### src/rtl/mips_main_control_fsm_if.sv
// Control bus between the multicycle main-control FSM and the IR/datapath/memory.
//   opcode, zero, mem_ready : datapath/memory -> FSM
//   alu_op and all strobes  : FSM -> datapath, ALU control, memory
// master = the control FSM, slave = the datapath side.
interface mips_main_control_fsm_if #(
  parameter int OP_W    = 6,
  parameter int ALUOP_W = 3
);
  logic [OP_W-1:0]    opcode;
  logic               zero;
  logic               mem_ready;
  logic [ALUOP_W-1:0] alu_op;
  logic               pc_write;
  logic               ir_write;
  logic               iord;
  logic               mem_read;
  logic               mem_write;
  logic               reg_write;
  logic               reg_dst;
  logic               mem_to_reg;
  logic               alu_src_a;
  logic [1:0]         alu_src_b;
  logic [1:0]         pc_src;
  logic               illegal;

  modport master (
    input  opcode, zero, mem_ready,
    output alu_op, pc_write, ir_write, iord, mem_read, mem_write, reg_write,
           reg_dst, mem_to_reg, alu_src_a, alu_src_b, pc_src, illegal
  );

  modport slave (
    output opcode, zero, mem_ready,
    input  alu_op, pc_write, ir_write, iord, mem_read, mem_write, reg_write,
           reg_dst, mem_to_reg, alu_src_a, alu_src_b, pc_src, illegal
  );
endinterface

### src/rtl/mips_main_control_fsm.sv
// Multicycle MIPS main-control FSM.
// Decodes the IR opcode in DECODE, latches it into op_q, and sequences the
// datapath strobes through FETCH / DECODE / execute states. Memory states
// wait on mem_ready with strobes held stable.
// Ports:
//   clk   : rising-edge clock
//   rst_n : asynchronous active-low reset (aborts to IDLE, all strobes 0)
//   bus   : control bus (master side) - opcode/zero/mem_ready in,
//           alu_op, pc_write, ir_write, iord, mem_read, mem_write, reg_write,
//           reg_dst, mem_to_reg, alu_src_a, alu_src_b, pc_src, illegal out
module mips_main_control_fsm #(
  parameter int OP_W    = 6,
  parameter int ALUOP_W = 3
) (
  input  logic                      clk,
  input  logic                      rst_n,
  mips_main_control_fsm_if.master   bus
);

  localparam logic [OP_W-1:0] OP_RTYPE = OP_W'(6'b000000);
  localparam logic [OP_W-1:0] OP_LW    = OP_W'(6'b100011);
  localparam logic [OP_W-1:0] OP_SW    = OP_W'(6'b101011);
  localparam logic [OP_W-1:0] OP_BEQ   = OP_W'(6'b000100);
  localparam logic [OP_W-1:0] OP_BNE   = OP_W'(6'b000101);
  localparam logic [OP_W-1:0] OP_J     = OP_W'(6'b000010);

  localparam logic [ALUOP_W-1:0] AOP_R   = ALUOP_W'(3'b000);
  localparam logic [ALUOP_W-1:0] AOP_LW  = ALUOP_W'(3'b001);
  localparam logic [ALUOP_W-1:0] AOP_SW  = ALUOP_W'(3'b010);
  localparam logic [ALUOP_W-1:0] AOP_BEQ = ALUOP_W'(3'b011);
  localparam logic [ALUOP_W-1:0] AOP_BNE = ALUOP_W'(3'b100);
  localparam logic [ALUOP_W-1:0] AOP_J   = ALUOP_W'(3'b101);

  typedef enum logic [3:0] {
    IDLE      = 4'd0,
    FETCH     = 4'd1,
    DECODE    = 4'd2,
    MEM_ADDR  = 4'd3,
    MEM_READ  = 4'd4,
    MEM_WB    = 4'd5,
    MEM_WRITE = 4'd6,
    R_EXEC    = 4'd7,
    R_WB      = 4'd8,
    BRANCH    = 4'd9,
    JUMP      = 4'd10
  } state_t;

  state_t          state;
  logic [OP_W-1:0] op_q;

  // Opcode is decoded live in DECODE (for next-state and illegal) and from
  // op_q afterwards, so IR changes past DECODE have no effect.
  logic dec_legal;
  always_comb begin
    dec_legal = 1'b0;
    case (bus.opcode)
      OP_RTYPE, OP_LW, OP_SW, OP_BEQ, OP_BNE, OP_J: dec_legal = 1'b1;
      default:                                      dec_legal = 1'b0;
    endcase
  end

  always_ff @(posedge clk or negedge rst_n) begin
    if (!rst_n) begin
      state <= IDLE;
      op_q  <= '0;
    end else begin
      case (state)
        IDLE:      state <= FETCH;
        FETCH:     if (bus.mem_ready) state <= DECODE;
        DECODE: begin
          op_q <= bus.opcode;
          case (bus.opcode)
            OP_RTYPE:      state <= R_EXEC;
            OP_LW, OP_SW:  state <= MEM_ADDR;
            OP_BEQ, OP_BNE: state <= BRANCH;
            OP_J:          state <= JUMP;
            default:       state <= FETCH;
          endcase
        end
        MEM_ADDR:  state <= (op_q == OP_SW) ? MEM_WRITE : MEM_READ;
        MEM_READ:  if (bus.mem_ready) state <= MEM_WB;
        MEM_WB:    state <= FETCH;
        MEM_WRITE: if (bus.mem_ready) state <= FETCH;
        R_EXEC:    state <= R_WB;
        R_WB:      state <= FETCH;
        BRANCH:    state <= FETCH;
        JUMP:      state <= FETCH;
        default:   state <= IDLE;
      endcase
    end
  end

  // Outputs decode from the registered state/op_q. Only pc_write/ir_write in
  // FETCH (mem_ready), pc_write in BRANCH (zero) and illegal in DECODE
  // (opcode) look at live inputs. Because state resets asynchronously, every
  // strobe drops the moment rst_n falls.
  always_comb begin
    bus.alu_op     = AOP_R;
    bus.pc_write   = 1'b0;
    bus.ir_write   = 1'b0;
    bus.iord       = 1'b0;
    bus.mem_read   = 1'b0;
    bus.mem_write  = 1'b0;
    bus.reg_write  = 1'b0;
    bus.reg_dst    = 1'b0;
    bus.mem_to_reg = 1'b0;
    bus.alu_src_a  = 1'b0;
    bus.alu_src_b  = 2'b00;
    bus.pc_src     = 2'b00;
    bus.illegal    = 1'b0;
    case (state)
      FETCH: begin
        bus.mem_read  = 1'b1;
        bus.alu_src_b = 2'b01;
        bus.alu_op    = AOP_LW;
        bus.ir_write  = bus.mem_ready;
        bus.pc_write  = bus.mem_ready;
      end
      DECODE: begin
        // Branch target precomputed here: PC + (imm << 2).
        bus.alu_src_b = 2'b11;
        bus.alu_op    = AOP_LW;
        bus.illegal   = ~dec_legal;
      end
      MEM_ADDR: begin
        bus.alu_src_a = 1'b1;
        bus.alu_src_b = 2'b10;
        bus.alu_op    = (op_q == OP_SW) ? AOP_SW : AOP_LW;
      end
      MEM_READ: begin
        bus.mem_read = 1'b1;
        bus.iord     = 1'b1;
        bus.alu_op   = AOP_LW;
      end
      MEM_WB: begin
        bus.reg_write  = 1'b1;
        bus.mem_to_reg = 1'b1;
        bus.alu_op     = AOP_LW;
      end
      MEM_WRITE: begin
        bus.mem_write = 1'b1;
        bus.iord      = 1'b1;
        bus.alu_op    = AOP_SW;
      end
      R_EXEC: begin
        bus.alu_src_a = 1'b1;
        bus.alu_op    = AOP_R;
      end
      R_WB: begin
        bus.reg_write = 1'b1;
        bus.reg_dst   = 1'b1;
        bus.alu_op    = AOP_R;
      end
      BRANCH: begin
        bus.alu_src_a = 1'b1;
        bus.pc_src    = 2'b01;
        if (op_q == OP_BNE) begin
          bus.alu_op   = AOP_BNE;
          bus.pc_write = ~bus.zero;
        end else begin
          bus.alu_op   = AOP_BEQ;
          bus.pc_write = bus.zero;
        end
      end
      JUMP: begin
        bus.pc_src   = 2'b10;
        bus.pc_write = 1'b1;
        bus.alu_op   = AOP_J;
      end
      default: ;
    endcase
  end

endmodule

### src/flat_wrapper.sv
// flat-port wrapper written by rule: the top's interface ports become plain ports
module mips_main_control_fsm_flat 
#(
  parameter int OP_W    = 6,
  parameter int ALUOP_W = 3
)
  (clk, rst_n, bus_opcode, bus_zero, bus_mem_ready, bus_alu_op, bus_pc_write, bus_ir_write, bus_iord, bus_mem_read, bus_mem_write, bus_reg_write, bus_reg_dst, bus_mem_to_reg, bus_alu_src_a, bus_alu_src_b, bus_pc_src, bus_illegal);
  mips_main_control_fsm_if #(.OP_W(OP_W), .ALUOP_W(ALUOP_W)) bus_i ();
  input  logic clk;
  input  logic rst_n;
  input wire logic [$bits(bus_i.opcode)-1:0] bus_opcode;
  input wire logic [$bits(bus_i.zero)-1:0] bus_zero;
  input wire logic [$bits(bus_i.mem_ready)-1:0] bus_mem_ready;
  output wire logic [$bits(bus_i.alu_op)-1:0] bus_alu_op;
  output wire logic [$bits(bus_i.pc_write)-1:0] bus_pc_write;
  output wire logic [$bits(bus_i.ir_write)-1:0] bus_ir_write;
  output wire logic [$bits(bus_i.iord)-1:0] bus_iord;
  output wire logic [$bits(bus_i.mem_read)-1:0] bus_mem_read;
  output wire logic [$bits(bus_i.mem_write)-1:0] bus_mem_write;
  output wire logic [$bits(bus_i.reg_write)-1:0] bus_reg_write;
  output wire logic [$bits(bus_i.reg_dst)-1:0] bus_reg_dst;
  output wire logic [$bits(bus_i.mem_to_reg)-1:0] bus_mem_to_reg;
  output wire logic [$bits(bus_i.alu_src_a)-1:0] bus_alu_src_a;
  output wire logic [$bits(bus_i.alu_src_b)-1:0] bus_alu_src_b;
  output wire logic [$bits(bus_i.pc_src)-1:0] bus_pc_src;
  output wire logic [$bits(bus_i.illegal)-1:0] bus_illegal;
  assign bus_i.opcode = bus_opcode;
  assign bus_i.zero = bus_zero;
  assign bus_i.mem_ready = bus_mem_ready;
  assign bus_alu_op = bus_i.alu_op;
  assign bus_pc_write = bus_i.pc_write;
  assign bus_ir_write = bus_i.ir_write;
  assign bus_iord = bus_i.iord;
  assign bus_mem_read = bus_i.mem_read;
  assign bus_mem_write = bus_i.mem_write;
  assign bus_reg_write = bus_i.reg_write;
  assign bus_reg_dst = bus_i.reg_dst;
  assign bus_mem_to_reg = bus_i.mem_to_reg;
  assign bus_alu_src_a = bus_i.alu_src_a;
  assign bus_alu_src_b = bus_i.alu_src_b;
  assign bus_pc_src = bus_i.pc_src;
  assign bus_illegal = bus_i.illegal;
  mips_main_control_fsm #(.OP_W(OP_W), .ALUOP_W(ALUOP_W)) u_core (.clk(clk), .rst_n(rst_n), .bus(bus_i));
endmodule
### config.mk
export PLATFORM = sky130hd
export DESIGN_NAME = mips_main_control_fsm_flat
export DESIGN_NICKNAME = d
export VERILOG_FILES = /design/src/rtl/mips_main_control_fsm_if.sv /design/src/rtl/mips_main_control_fsm.sv /design/src/flat_wrapper.sv
export SDC_FILE = /design/constraint.sdc
export NUM_CORES = 1
export LEC_CHECK = 0
export BUFFER_PORTS_ARGS = -buffer_cell sky130_fd_sc_hd__clkbuf_2
export CAP_MARGIN = 20
export CORE_MARGIN = 2
export CORE_UTILIZATION = 40
export CTS_CLUSTER_DIAMETER = 30
export CTS_CLUSTER_SIZE = 25
export DETAILED_ROUTE_END_ITERATION = 12
export PLACE_DENSITY = 0.66
export SYNTH_ARGS = -nofsm -noshare
export SYNTH_HDL_FRONTEND = slang
export SYNTH_SLANG_ARGS = --single-unit
### constraint.sdc
create_clock -name clk -period 3.4 [get_ports clk]
set_input_delay 0.68 -clock clk [delete_from_list [all_inputs] [get_ports clk]]
set_output_delay 0.68 -clock clk [all_outputs]
set_load 0.05 [all_outputs]
==> flow_summary.json, run 1 <==
{
  "synth_area_sq_um": 765.7,
  "ios": 27,
  "mostFrequentLayoutCells": "clkbuf_2, nor2_1, dfrtp_1",
  "crit_start": "u_core.state[0]$_DFFE_PN0P_",
  "antenna_cells": 0,
  "p_leak_nw": 0.4344,
  "tns_ns": 0,
  "fp.dieH_um": 47.76,
  "clockBufferDepth": 2,
  "synthCells": 96,
  "cts_root_buf": "clkbuf_4",
  "yosys_most_used_dff": "dfrtp_1",
  "status": "finished, final reports clean",
  "crit_arrival_ns": 2.00,
  "drtIter0Drc": 28,
  "routabilityCongestion": 0.8387,
  "synth_edf_count": 0,
  "clock_latency_ns": 0.26,
  "grt_max_degree": 16,
  "start_kind": "flop",
  "wirelength_um": 1836,
  "slowest_delay_ns": 0.52,
  "final.fill_count": 191,
  "port_buffers": 26,
  "coreArea_sq_um": 1764,
  "synth_top_cell_by_area": "dfrtp_1",
  "setup_slack_ns": 0.7196,
  "placed_cell_area_sq_um": 919.6,
  "die_x_um": 47.76,
  "wire_per_inst_um": 12.49,
  "fmax_mhz": 373.1,
  "cts.sinks": 10,
  "grt_overflow_total": 0,
  "period_needed_ns": 2.680,
  "area_delta_synth_final_pct": 23.04,
  "start_util": 0.4340,
  "whs_ns": 0.2655,
  "worst_pin_slew_ns": 0.4394,
  "dpl.hpwl_um": 1484,
  "cts_inserted_buffers": 3,
  "setup_violations": 0,
  "pre_cts_ws_ns": 0.8806,
  "critical_path.endpoint_type": "output pin",
  "maxCapViolations": 0,
  "yosys_warnings": 0,
  "drtPass1Iterations": 4,
  "power_density_nw_per_um2": 1032,
  "vias_per_cell": 5.415,
  "synth-seq-cells": 10,
  "ys_seq_area_frac": 0.3268,
  "critPathMaxFanout": 13,
  "peakVddDrop_mv": 0.4305,
  "r2r-start": "u_core.state[0]$_DFFE_PN0P_",
  "post-cts-setup-buffers": 0,
  "fin_crit_sh": 0.7884,
  "antenna_left": 0,
  "drive_gt1_frac": 0.3525,
  "yosysTopAreaCellShare": 0.3268,
  "slew_headroom": 0.7071,
  "final_common_cell": "clkbuf_2",
  "hold_viol_final": 0,
  "vias": 796,
  "nNetsFinal": 134,
  "fin_total_pwr_mw": 0.9725,
  "final_cell_area_sq_um": 942.2,
  "critical_path_class": "flop to output pin",
  "crit_slowest_cell": "dfrtp_1",
  "path_cells": "inv_1 > nand2_1 > nor3_2 > buf_4 > o311a_2 > clkbuf_2",
  "grt_pass1_wl_um": 3036,
  "hold_path.class": "input port to asynchronous set/reset pin",
  "antenna_found_initial": 0,
  "cts-resized-gates": 0,
  "grtUsageTotal": 0.1966,
  "cts_tree": "done",
  "worst_clock_skew_ns": 0.003090,
  "die_area_sq_um": 2281,
  "cts_max_level": 1,
  "syn_nets": 106,
  "drcViolationCount": 0,
  "hold_buffers": 0,
  "fp-row-count": 15,
  "synth_area_leaders": "dfrtp_1, mux2_2, nor2_1",
  "yosysUniqueCellTypes": 36,
  "syn_area_per_cell_sq_um": 7.976,
  "path_clk_slew_ns": 0.06,
  "maxSlewViolCount": 0,
  "grt_pass1_vias": 665,
  "rsz0062_at_grt": "false",
  "cp_data_required_time_ns": 2.72,
  "async_flop_share": 1.000
}
stage by stage:
step	util	cells
5_1_grt	0.5340	147
3_3_place_gp	0.5213	144
2_1_floorplan	-	96
4_1_cts	0.5340	147
3_5_place_dp	0.5213	144
6_report	0.5340	147
kinds of logic (layout without fill, tap and decap cells):
kind of cell | Yosys count | in the layout | synth area share
and+or+nand+nor | 45 | 45 | 0.3138
buffers and inverters | 8 | 34 | 0.03920
AOI/OAI and AO/OA | 26 | 26 | 0.2206
xor gates and xnor gates | 1 | 1 | 0.01144
muxes | 6 | 6 | 0.08823
DFF | 10 | 10 | 0.3268
worst max-delay path: cells and delay by family (launching register included):
family	cells	cell delay, ns
AOI/OAI and AO/OA	1	0.17
DFF	1	0.52
and+or+nand+nor	2	0.35
buffers and inverters	3	0.69
area by class of cell:
class	count	area (sq um)	area share
Multi-Input combinational cell	78	485.5	0.5153
Sequential cell	10	250.2	0.2656
Timing Repair Buffer	27	137.6	0.1461
Tap cell	25	31.28	0.03320
Clock buffer	3	22.52	0.02390
Inverter	4	15.01	0.01594
power by group:
part	internal (mW)	switching (mW)	total (mW)
registers	0.174	0.0896	0.264
logic	0.194	0.436	0.630
clock network	0.0408	0.0376	0.0784
routing by layer:
metal | track usage | share of wire | up-vias
met2 | 0.2773 | 0.45 | 33
met1 | 0.2787 | 0.48 | 357
met4 | 0.1027 | 0.0044 | 0
met5 | 0 | 0 | -
li1 | - | - | 404
met3 | 0.04528 | 0.060 | 2
final timing paths:
kind / to / slack, ns / cells after the start
worst max-delay path: bus_illegal / 0.72 / 6
min in group clk: u_core.op_q[4]$_DFFE_PN0P_ / 0.53 / 1
worst max register to register: u_core.op_q[0]$_DFFE_PN0P_ / 1.64 / 5
max in group asynchronous: u_core.op_q[2]$_DFFE_PN0P_ / 2.94 / 1
worst min-delay path: u_core.state[3]$_DFFE_PN0P_ / 0.27 / 1
worst min register to register: u_core.op_q[4]$_DFFE_PN0P_ / 0.53 / 1
flip-flops by register name, indices dropped and copies added (netlist names):
register / flops
u_core.op_q: 6
u_core.state: 4
cells in the mapped netlist, types with 2 or more instances:
| master | count |
|---|---|
| o21ai_0 | 6 |
| dfrtp_1 | 10 |
| a21oi_1 | 8 |
| o21a_1 | 2 |
| or2_2 | 2 |
| inv_1 | 4 |
| nor2_1 | 16 |
| nand2_1 | 6 |
| nor3_1 | 5 |
| nand2b_1 | 3 |
| mux2_2 | 6 |
| clkbuf_1 | 4 |
Power figures use the tool's default switching activity.
==> run 2: changes to the inputs <==
--- a/config.mk
+++ b/config.mk
@@ -12,7 +12,7 @@
 export CTS_CLUSTER_DIAMETER = 30
 export CTS_CLUSTER_SIZE = 25
 export DETAILED_ROUTE_END_ITERATION = 12
-export PLACE_DENSITY = 0.66
+export PLACE_DENSITY = 0.69
 export SYNTH_ARGS = -nofsm -noshare
 export SYNTH_HDL_FRONTEND = slang
 export SYNTH_SLANG_ARGS = --single-unit
==> constraint.sdc (replaced) <==
create_clock -name clk -period 2.3 [get_ports clk]
set_input_delay 0.46 -clock clk [delete_from_list [all_inputs] [get_ports clk]]
set_output_delay 0.46 -clock clk [all_outputs]
set_load 0.05 [all_outputs]
==> flow_summary.json, run 2 (same netlist as run 1, synthesis figures left out) <==
{
  "antenna_found_initial": 0,
  "cts_tree": "done",
  "power_density_nw_per_um2": 1516,
  "start_util": 0.4340,
  "final_util": 0.5979,
  "tns_ns": 0,
  "antenna_left": 0,
  "routabilityCongestion": 0.7772,
  "cts_max_level": 1,
  "cts.sinks": 10,
  "hold_viol_final": 0,
  "grtUsageTotal": 0.2034,
  "rsz0062_at_grt": "true",
  "largest_reg_flops": 6,
  "slew_headroom": 0.7636,
  "fmax_mhz": 458.3,
  "worst_clock_skew_ns": 0.003330,
  "setup_violations": 0,
  "hold_buffers": 0,
  "fp.dieH_um": 47.76,
  "drcViolationCount": 0,
  "crit_arrival_ns": 1.72,
  "final.fill_count": 186,
  "fp-row-count": 15,
  "top_regs": "u_core.op_q (6), u_core.state (4)",
  "clockBufferDepth": 2,
  "port_buffers": 26,
  "drive_gt1_frac": 0.4462,
  "peakVddDrop_mv": 0.8510,
  "hold_path.class": "input port to asynchronous set/reset pin",
  "worst_pin_slew_ns": 0.3533,
  "coreArea_sq_um": 1764,
  "regMostFlops": "u_core.op_q",
  "status": "finished, final reports clean",
  "grt_overflow_total": 0,
  "critical_path_class": "flop to output pin",
  "r2r-start": "u_core.state[0]$_DFFE_PN0P_",
  "drtIter0Drc": 12,
  "vias_per_cell": 5.316,
  "cp_data_required_time_ns": 1.84,
  "fin_cells": 155,
  "start_kind": "flop",
  "placed_cell_area_sq_um": 975.9,
  "fin_crit_sh": 0.9486,
  "die_area_sq_um": 2281,
  "worstReg2RegEnd": "u_core.state[2]$_DFFE_PN0P_",
  "multiInputGateArea_sq_um": 515.5,
  "area_delta_synth_final_pct": 37.74,
  "cts_inserted_buffers": 3,
  "maxCapViolations": 0,
  "grt_max_degree": 13,
  "drtPass1Iterations": 4,
  "wire_per_inst_um": 13.17,
  "r2r_cells": 6,
  "dpl.hpwl_um": 1631,
  "antenna_cells": 0,
  "nNetsFinal": 141,
  "wirelength_um": 2042,
  "critical_path.endpoint_type": "output pin",
  "critPathMaxFanout": 3,
  "dpl.cell_count": 149,
  "ios": 27,
  "rrSetupSlack_ns": 0.62,
  "seqCellArea_sq_um": 250.2,
  "p_leak_nw": 0.4849,
  "die_x_um": 47.76,
  "grt_pass1_vias": 736,
  "maxSlewViolCount": 0,
  "mostFrequentLayoutCells": "clkbuf_2, nor2_1, buf_4, dfrtp_1, a21oi_1",
  "grt_pass1_wl_um": 3229,
  "vias": 824,
  "fin_total_pwr_mw": 1.599,
  "clock_latency_ns": 0.27,
  "final_cell_area_sq_um": 1055,
  "period_needed_ns": 2.182,
  "final_common_cell": "clkbuf_2",
  "cts_root_buf": "clkbuf_4",
  "path_clk_slew_ns": 0.07
}
==> run 2: stage by stage <==
| stage | setup WS [ns] | hold slack [ns] |
|---|---|---|
| 3_5_place_dp | 0.1998 | 0.3435 |
| 3_3_place_gp | 0.2164 | 0.3377 |
| 4_1_cts | 0.03526 | 0.04814 |
| 6_report | 0.1182 | 0.04766 |
| 5_1_grt | -0.03958 | 0.05057 |
| 2_1_floorplan | -0.05020 | 0.1644 |
==> run 2: per-layer routing <==
layer | share of wire | global-route usage | wire length (um) | vias up
met4 | 0.0049 | 0.07568 | 10 | 0
met2 | 0.50 | 0.3333 | 1024 | 33
li1 | - | - | - | 415
met3 | 0.059 | 0.03774 | 120 | 2
met5 | 0 | 0 | 0 | -
met1 | 0.43 | 0.2656 | 886 | 374
==> run 2: timing repair <==
action,in CTS,in global routing
resized for setup,3,10
setup endpoints to repair,1,4
setup buffers,1,1
pin swaps,1,2
endpoints found under the hold margin,0,0
==> run 2: how the worst max path moves through the flow <==
stage,from,end,slack (ns),depth (start not counted)
final,u_core.op_q[1]$_DFFE_PN0P_,bus_alu_op[2],0.12,6
after detailed placement,u_core.op_q[1]$_DFFE_PN0P_,bus_pc_write,0.20,6
after CTS,u_core.op_q[1]$_DFFE_PN0P_,bus_pc_write,0.04,6
after global routing,u_core.op_q[1]$_DFFE_PN0P_,bus_pc_write,-0.04,6
after global placement,u_core.op_q[1]$_DFFE_PN0P_,bus_pc_write,0.22,6
after floorplan,u_core.state[2]$_DFFE_PN0P_,bus_reg_write,-0.05,5
==> run 2: layout make-up <==
| class | instances | share of cell area |
|---|---|---|
| repair buffers | 34 | 0.1957 |
| multi-input cells | 78 | 0.4887 |
| well taps | 25 | 0.02966 |
| flip-flops and latches | 10 | 0.2372 |
| clock buffers | 4 | 0.03440 |
| inverters | 4 | 0.01423 |
==> run 2: power breakdown <==
part	switching [mW]	total (mW)	internal (mW)
registers	0.0898	0.348	0.258
logic	0.730	1.09	0.359
clock network	0.0657	0.162	0.0962
total	0.885	1.60	0.714
==> run 2: critical path, stage by stage, from the launching register on <==
cell and delay [ns]:
dfrtp_1 0.40, nor4b_2 0.27, nand3b_1 0.18, buf_4 0.18
nor3_1 0.11, or2_2 0.13, buf_4 0.18
==> run 3: changes to the inputs <==
--- a/config.mk
+++ b/config.mk
@@ -8,11 +8,12 @@
 export BUFFER_PORTS_ARGS = -buffer_cell sky130_fd_sc_hd__clkbuf_2
 export CAP_MARGIN = 20
 export CORE_MARGIN = 2
-export CORE_UTILIZATION = 40
+export CORE_UTILIZATION = 35
 export CTS_CLUSTER_DIAMETER = 30
 export CTS_CLUSTER_SIZE = 25
 export DETAILED_ROUTE_END_ITERATION = 12
-export PLACE_DENSITY = 0.69
+export REMOVE_ABC_BUFFERS = 1
+export SKIP_LAST_GASP = 1
 export SYNTH_ARGS = -nofsm -noshare
 export SYNTH_HDL_FRONTEND = slang
 export SYNTH_SLANG_ARGS = --single-unit
==> flow_summary.json, run 3 (same netlist as run 1, synthesis figures left out) <==
{
  "path_clk_slew_ns": 0.07,
  "fmax_mhz": 446.1,
  "rrSetupSlack_ns": 0.64,
  "p_leak_nw": 0.4801,
  "crit_arrival_ns": 1.78,
  "peakVddDrop_mv": 0.6793,
  "dpl.hpwl_um": 1544,
  "cts_inserted_buffers": 3,
  "switchingPower_mw": 0.8782,
  "cts_tree": "done",
  "grt_overflow_total": 0,
  "tns_ns": 0,
  "die_x_um": 50.78,
  "clockBufferDepth": 2,
  "vias": 847,
  "antenna_cells": 0,
  "crit_start": "u_core.op_q[5]$_DFFE_PN0P_",
  "grt_max_degree": 13,
  "cts.sinks": 10,
  "area_delta_synth_final_pct": 38.24,
  "wirelength_um": 2060,
  "maxSlewViolCount": 0,
  "power_density_nw_per_um2": 1515,
  "hold_path.class": "input port to asynchronous set/reset pin",
  "grt_pass1_wl_um": 3463,
  "worst_clock_skew_ns": 0.001829,
  "largest_reg_flops": 6,
  "clockPowerShare": 0.098,
  "drtIter0Drc": 35,
  "drtPass1Iterations": 4,
  "cts_max_level": 1,
  "grtUsageTotal": 0.1790,
  "final_util": 0.5235,
  "pre_cts_ws_ns": 0.1664,
  "cts_root_buf": "clkbuf_4",
  "worstReg2RegEnd": "u_core.state[2]$_DFFE_PN0P_",
  "slew_headroom": 0.7615,
  "p_sw_frac": 0.5476,
  "top_regs": "u_core.op_q (6), u_core.state (4)",
  "critical_path.endpoint_type": "output pin",
  "critPathMaxFanout": 3,
  "setup_slack_ns": 0.05818,
  "final_cell_area_sq_um": 1059,
  "crit_end": "bus_pc_write",
  "internal-power_mw": 0.7254,
  "start_kind": "flop",
  "routabilityCongestion": 0.7476,
  "regMostFlops": "u_core.op_q",
  "port_buffers": 26,
  "seqPwrFrac": 0.237,
  "critical_path_class": "flop to output pin",
  "nNetsFinal": 141,
  "ios": 27,
  "die_area_sq_um": 2578,
  "final.fill_count": 207,
  "fin_crit_sh": 0.9747,
  "drcViolationCount": 0,
  "antenna_left": 0,
  "maxCapViolations": 0,
  "setup_violations": 0,
  "period_needed_ns": 2.242,
  "final_common_cell": "clkbuf_2",
  "status": "finished, final reports clean",
  "cp_data_required_time_ns": 1.84,
  "placed_cell_area_sq_um": 952.2,
  "hold_viol_final": 0,
  "grt_pass1_vias": 763,
  "rsz0062_at_grt": "true",
  "start_util": 0.3787,
  "fp-row-count": 16,
  "antenna_found_initial": 0,
  "vias_per_cell": 5.395,
  "clock_latency_ns": 0.27,
  "coreArea_sq_um": 2022,
  "drive_gt1_frac": 0.4385,
  "worst_pin_slew_ns": 0.3578,
  "comb_power_share": 0.665,
  "fin_total_pwr_mw": 1.604,
  "r2r_cells": 6,
  "mostFrequentLayoutCells": "clkbuf_2, nor2_1, dfrtp_1",
  "fp.dieH_um": 50.78,
  "wire_per_inst_um": 13.12,
  "r2r-start": "u_core.state[1]$_DFFE_PN0P_"
}
[run 3: cell counts in the layout (fill, tap and decap cells not counted)]
Identical to the previous run, type by type.
[run 3: area by class of cell]
type,count,area [sq um],area share
Clock buffer,4,36.28,0.03428
Inverter,4,15.01,0.01418
Multi-Input combinational cell,78,509.2,0.4811
Sequential cell,10,251.5,0.2376
Tap cell,27,33.78,0.03191
Timing Repair Buffer,34,212.7,0.2009
[run 3: worst max-delay path: stages (launching register included)]
cell and delay [ns]:
dfrtp_1 0.41, nor4b_2 0.29, nand3b_1 0.17, xnor2_1 0.21
a21oi_1 0.11, nor3_2 0.14, buf_6 0.18
[run 3: what timing repair did]
| action | in CTS | in global routing |
|---|---|---|
| hold buffers | 0 | 0 |
| gates resized for setup | 3 | 17 |
| setup buffers | 1 | 2 |
| pin swaps | 1 | 5 |
| setup endpoints to repair | 2 | 6 |
[run 3: through the flow]
| step | std cells | hold WS (ns) |
|---|---|---|
| floorplan | 92 | 0.1644 |
| global placement | 150 | 0.3404 |
| detailed placement | 150 | 0.3452 |
| CTS | 155 | 0.05118 |
| global route | 157 | 0.05332 |
| finish | 157 | 0.05157 |
[run 3: how the worst min path moves through the flow]
stage,to,slack (ns),cells after the start
global route,u_core.op_q[3]$_DFFE_PN0P_,0.05,1
global placement,u_core.state[2]$_DFFE_PN0P_,0.34,1
floorplan,u_core.op_q[0]$_DFFE_PN0P_,0.16,0
detailed placement,u_core.state[1]$_DFFE_PN0P_,0.35,1
CTS,u_core.state[1]$_DFFE_PN0P_,0.05,1
finish,u_core.op_q[2]$_DFFE_PN0P_,0.05,1
[run 3: routing by layer]
layer  vias up  part of all wire  GRT usage  wire (um)
met5         -                 0          0          0
met4         0             0.016     0.1081         33
met3         4             0.063    0.02679        129
met2        36              0.46     0.2741        945
met1       392              0.46     0.2362        953
li1        415                 -          -          -
[run 3: power groups by stage]
stage | clock (mW) | sequential (mW) | combinational (mW)
finish | 0.158 | 0.380 | 1.07
global route | 0.175 | 0.394 | 1.15
CTS | 0.164 | 0.370 | 1.01
detailed placement | 0 | 0.366 | 0.994
global placement | 0 | 0.368 | 0.992
floorplan | 0 | 0.351 | 0.751
